### src/rtl/uart_tx_arbiter.sv
// uart_tx_arbiter: round-robin, packet-locked sharing of one UART byte
// serializer between NUM_REQ requesters, with one registered output stage.
// Optional feature macro: UART_ARB_TIMEOUT_EN enables a forced release of
// the lock after TIMEOUT_CYCLES idle cycles inside a packet.
//
// Handshake (both sides): a byte moves on a cycle where valid and ready are
// both high. Senders hold valid and the payload stable until that cycle;
// ready never depends on the same-cycle valid of the sender it serves.
module uart_tx_arbiter #(
  parameter int NUM_REQ        = 4,
  parameter int TIMEOUT_CYCLES = 2700000
) (
  input  logic                       clk,
  input  logic                       rst_n,
  input  logic [NUM_REQ-1:0]         req_valid,
  input  logic [8*NUM_REQ-1:0]       req_data,
  input  logic [NUM_REQ-1:0]         req_last,
  output logic [NUM_REQ-1:0]         req_ready,
  output logic                       tx_valid,
  output logic [7:0]                 tx_data,
  input  logic                       tx_ready,
  output logic [$clog2(NUM_REQ)-1:0] grant_id,
  output logic                       busy,
  output logic                       timeout_pulse,
  output logic                       stateDbg
);

  localparam int IdW = $clog2(NUM_REQ);

  typedef enum logic {
    IDLE = 1'b0,
    XFER = 1'b1
  } stateT;

  stateT            state;
  stateT            stateNext;
  logic [IdW-1:0]   rrPtr;
  logic [IdW-1:0]   rrNext;
  logic [IdW-1:0]   grantNext;
  logic [IdW-1:0]   pickIdx;
  logic [IdW-1:0]   nextId;
  logic [IdW:0]     candSum;
  logic             found;
  logic             readyGrant;
  logic             accept;
  logic [7:0]       grantByte;

  // Elaboration-time guard on the parameter ranges the design supports.
  if (NUM_REQ < 2 || NUM_REQ > 8 || TIMEOUT_CYCLES < 2) begin : gBadParams
    $error("uart_tx_arbiter: NUM_REQ must be 2..8 and TIMEOUT_CYCLES >= 2");
  end

  // Successor of the current owner, wrapping at NUM_REQ (not a power of two in general).
  assign nextId    = (grant_id == IdW'(NUM_REQ - 1)) ? '0 : grant_id + 1'b1;
  assign grantByte = req_data[{grant_id, 3'b000} +: 8];
  assign busy      = (state == XFER);
  assign stateDbg  = state;

  // Round-robin search: first valid requester at or above rrPtr, wrapping.
  always_comb begin
    pickIdx = rrPtr;
    found   = 1'b0;
    candSum = '0;
    for (int k = 0; k < NUM_REQ; k++) begin
      candSum = {1'b0, rrPtr} + (IdW + 1)'(k);
      if (candSum >= (IdW + 1)'(NUM_REQ)) begin
        candSum = candSum - (IdW + 1)'(NUM_REQ);
      end
      if (!found && req_valid[candSum[IdW-1:0]]) begin
        found   = 1'b1;
        pickIdx = candSum[IdW-1:0];
      end
    end
  end

`ifdef UART_ARB_TIMEOUT_EN
  localparam int CntW = $clog2(TIMEOUT_CYCLES);
  logic [CntW-1:0] idleCnt;
  logic            timeoutHit;
`endif

  // Next-state, grant bookkeeping and the single per-requester ready line.
  always_comb begin
    stateNext  = state;
    grantNext  = grant_id;
    rrNext     = rrPtr;
    req_ready  = '0;
    readyGrant = 1'b0;
    accept     = 1'b0;
`ifdef UART_ARB_TIMEOUT_EN
    timeoutHit = 1'b0;
`endif
    case (state)
      IDLE: begin
        if (|req_valid) begin
          grantNext = pickIdx;
          stateNext = XFER;
        end
      end
      XFER: begin
        // Only take a byte when the output slot is empty or draining now,
        // so a waiting byte is never overwritten.
        readyGrant          = !tx_valid || tx_ready;
        req_ready[grant_id] = readyGrant;
        accept              = req_valid[grant_id] && readyGrant;
        if (accept && req_last[grant_id]) begin
          stateNext = IDLE;
          rrNext    = nextId;
        end
`ifdef UART_ARB_TIMEOUT_EN
        else if (!req_valid[grant_id] && idleCnt == CntW'(TIMEOUT_CYCLES - 1)) begin
          stateNext  = IDLE;
          rrNext     = nextId;
          timeoutHit = 1'b1;
        end
`endif
      end
      default: stateNext = IDLE;
    endcase
  end

  // State, owner and round-robin pointer registers.
  always_ff @(posedge clk or negedge rst_n) begin
    if (!rst_n) begin
      state    <= IDLE;
      grant_id <= '0;
      rrPtr    <= '0;
    end else begin
      state    <= stateNext;
      grant_id <= grantNext;
      rrPtr    <= rrNext;
    end
  end

  // Output byte register; drains to the serializer independently of the FSM.
  always_ff @(posedge clk or negedge rst_n) begin
    if (!rst_n) begin
      tx_valid <= 1'b0;
      tx_data  <= 8'h00;
    end else if (accept) begin
      tx_valid <= 1'b1;
      tx_data  <= grantByte;
    end else if (tx_valid && tx_ready) begin
      tx_valid <= 1'b0;
    end
  end

`ifdef UART_ARB_TIMEOUT_EN
  // Idle counter within a packet and the one-cycle forced-release pulse.
  always_ff @(posedge clk or negedge rst_n) begin
    if (!rst_n) begin
      idleCnt       <= '0;
      timeout_pulse <= 1'b0;
    end else begin
      timeout_pulse <= timeoutHit;
      if (state != XFER || accept || timeoutHit) begin
        idleCnt <= '0;
      end else if (!req_valid[grant_id]) begin
        idleCnt <= idleCnt + 1'b1;
      end
    end
  end
`else
  assign timeout_pulse = 1'b0;
`endif

endmodule
### config.mk
export PLATFORM = sky130hd
export DESIGN_NAME = uart_tx_arbiter
export DESIGN_NICKNAME = d
export VERILOG_FILES = /design/src/rtl/uart_tx_arbiter.sv
export SDC_FILE = /design/constraint.sdc
export NUM_CORES = 1
export LEC_CHECK = 0
export BUFFER_PORTS_ARGS = -buffer_cell sky130_fd_sc_hd__buf_2
export CAP_MARGIN = 15
export CELL_PAD_IN_SITES_DETAIL_PLACEMENT = 1
export CELL_PAD_IN_SITES_GLOBAL_PLACEMENT = 2
export CORE_MARGIN = 2
export CORE_UTILIZATION = 27
export CTS_CLUSTER_DIAMETER = 60
export DETAILED_ROUTE_END_ITERATION = 6
export PLACE_DENSITY = 0.93
export SYNTH_ARGS = -nofsm -noshare
export SYNTH_HDL_FRONTEND = slang
export SYNTH_SLANG_ARGS = --single-unit
export TNS_END_PERCENT = 20
### constraint.sdc
create_clock -name clk -period 2.8 [get_ports clk]
set_input_delay 0.42 -clock clk [delete_from_list [all_inputs] [get_ports clk]]
set_output_delay 0.42 -clock clk [all_outputs]
set_load 0.02 [all_outputs]
==> flow_summary.json <==
{
  "outcome": "finished clean",
  "cts_buffers": 3,
  "final.min_clock_period_ns": 2.018,
  "core_region_area_um2": 3633,
  "ys_seq_area_share_pct": 34.53,
  "dp_cells": 178,
  "die_y_um": 65.31,
  "hp-class": "in2async",
  "grt_use_total_pct": 13.33,
  "drt_first_pass_iters": 4,
  "synthTopCellsByArea": "dfrtp_1, mux4_1, mux2_2",
  "place_congestion": 0.7999,
  "required_ns": 2.38,
  "whs_ns": 0.05994,
  "routedWlPerCell_um": 14.75,
  "synthTopCellsByCount": "dfrtp_1, mux2_2, mux4_1",
  "drtAntennaViolNets": 0,
  "syn-cell-area_um2": 1015,
  "hold_viol": 0,
  "maxCapViolCount": 0,
  "syn-instance-count": 74,
  "tightest_slew_ns": 0.5556,
  "grt_max_degree": 16,
  "crit_type": "reg2out",
  "post_cts_buffers": 0,
  "power_w": 0.001464,
  "setup-violations-final": 0,
  "finalCritPeriodShare_pct": 72.07,
  "synth_top_cell_area_share_pct": 34.53,
  "fmax_ghz": 0.4956,
  "clk_path_buf_depth": 2,
  "slew_violations": 0,
  "synth-main-ff-cell": "dfrtp_1",
  "drive_gt1_share_pct": 58.21,
  "antenna_cells": 0,
  "syn2layout_area_growth_pct": 37.24,
  "ys_async_sr_fraction_pct": 100.0,
  "clock-root-buffer": "clkbuf_8",
  "syn_area_per_cell_um2": 13.71,
  "peakVddDrop_uv": 369.3,
  "yosysWarnings": 0,
  "cts_hold_buffers": 0,
  "cts_tree": "built",
  "ctsResizeCount": 0,
  "slowest_delay_ns": 0.69,
  "clk_pin_slew_worst_paths_ns": 0.06,
  "dieWidth_um": 65.31,
  "start_util_pct": 27.93,
  "path_max_fanout": 15,
  "place.detailed.hpwl_um": 2231,
  "drcViolationCount": 0,
  "yosysMostFrequentCell": "dfrtp_1",
  "portBuffers": 59,
  "ios": 61,
  "overflow": 0,
  "start_kind": "register",
  "drt-initial-drc-count": 22,
  "tns_ns": 0,
  "synth_edf_count": 0,
  "syn_nets": 121,
  "synth_top_area_cell": "dfrtp_1",
  "num_rows": 22,
  "cts.sinks": 14,
  "fin_nets": 182,
  "antenna_found_initial": 0,
  "fp.dieArea_um2": 4265,
  "end_kind": "primary output",
  "crit_arrival_ns": 1.60,
  "viasPerCell": 4.769,
  "rsz0062_at_grt": "no",
  "ys_types": 28,
  "power.static_leakage_nw": 0.7114,
  "routed_wl_um": 2685,
  "crit_chain": "inv_1 > ha_1 > and3_1 > buf_2",
  "slew_headroom_pct": 62.96,
  "cp_top_family": "flip-flops",
  "grt_first_pass_wirelength_um": 4347,
  "slowest_stage": "dfrtp_1",
  "ctsHtreeMaxLevel": 1,
  "synth_seq_cells": 14,
  "power-per-cell-area_nw_per_um2": 1051,
  "num_vias": 868,
  "skew_ns": 0.001631,
  "clock_latency_ns": 0.24,
  "grt_pass1_vias": 941,
  "path_buf_inv": 2,
  "layout.cells.non_filler": 182
}
logic make-up after synthesis:
kind of cell | Yosys count | share of synthesized area [%]
other | 1 | 0.3696
and+or+nand+nor | 17 | 11.47
muxes | 20 | 36.25
adders and majority gates | 4 | 4.932
DFF | 14 | 34.53
buffers and inverters | 7 | 5.055
AOI/OAI and AO/OA | 11 | 7.399
area by class of cell:
| type | instances | area [um2] |
|---|---|---|
| Sequential cell | 14 | 350.3 |
| Inverter | 3 | 11.26 |
| Tap cell | 48 | 60.06 |
| Timing Repair Buffer | 60 | 302.8 |
| Clock buffer | 4 | 55.05 |
| Multi-Input combinational cell | 53 | 613.1 |
| Fill cell | 435 | 2241 |
worst paths after layout:
path / from / slack, ns / endpoint / cells after the start
worst max-delay path: grant_id[1]$_DFFE_PN0P_ / 0.78 / req_ready[1] / 4
worst max register to register: grant_id[1]$_DFFE_PN0P_ / 1.00 / tx_data[2]$_DFFE_PN0P_ / 3
worst min-delay path: rst_n / 0.06 / tx_valid$_DFFE_PN0P_ / 1
worst min register to register: tx_data[3]$_DFFE_PN0P_ / 0.50 / tx_data[3]$_DFFE_PN0P_ / 1
max in group asynchronous: rst_n / 2.51 / rrPtr[0]$_DFFE_PN0P_ / 1
min in group clk: tx_data[3]$_DFFE_PN0P_ / 0.50 / tx_data[3]$_DFFE_PN0P_ / 1
placed cells by master, fill, tap and decap left out, types with 2 or more instances in the layout:
cell,n
o21ai_0,2
o21bai_1,2
clkbuf_8,4
ha_1,4
mux4_2,2
buf_2,59
a21oi_1,2
and3_1,4
inv_1,3
nor2_1,2
mux4_1,8
nor2b_1,3
dfrtp_1,14
mux2_2,10
nand2b_1,2
state kept, by name, summed over array words and instances, names as in the netlist:
signal	flops
grant_id	2
tx_data	8
busy	1
rrPtr	2
tx_valid	1
metrics by stage:
| stage | cell area [um2] | worst slack [ns] | util (%) |
|---|---|---|---|
| final | 1393 | 0.7821 | 38.33 |
| after global routing | 1393 | 0.6608 | 38.33 |
| after CTS | 1393 | 0.7499 | 38.33 |
| after detailed placement | 1338 | 0.9899 | 36.81 |
| after global placement | 1338 | 1.068 | 36.81 |
| after floorplan | 1015 | 1.049 | - |
worst reg2reg max path, cell delays in order, from the launching register on:
cell and delay [ns]:
dfrtp_1 0.69, mux4_2 0.45, nand3_4 0.18, mux2_2 0.36
layer usage:
metal,GRT usage (%),vias up,share of wire [%]
met5,0,-,0
met4,2.865,0,0.60
met3,4.795,2,7.7
met2,24.36,35,54
met1,14.77,422,38
li1,-,409,-
report_power, final:
| group | internal (W) | switching [W] | leakage [nW] | total (W) |
|---|---|---|---|---|
| Clock | 0.000125 | 0.0000706 | 0.0288 | 0.000195 |
| Sequential | 0.000310 | 0.000116 | 0.162 | 0.000427 |
| Combinational | 0.000415 | 0.000427 | 0.521 | 0.000842 |
Power figures use the tool's default switching activity.
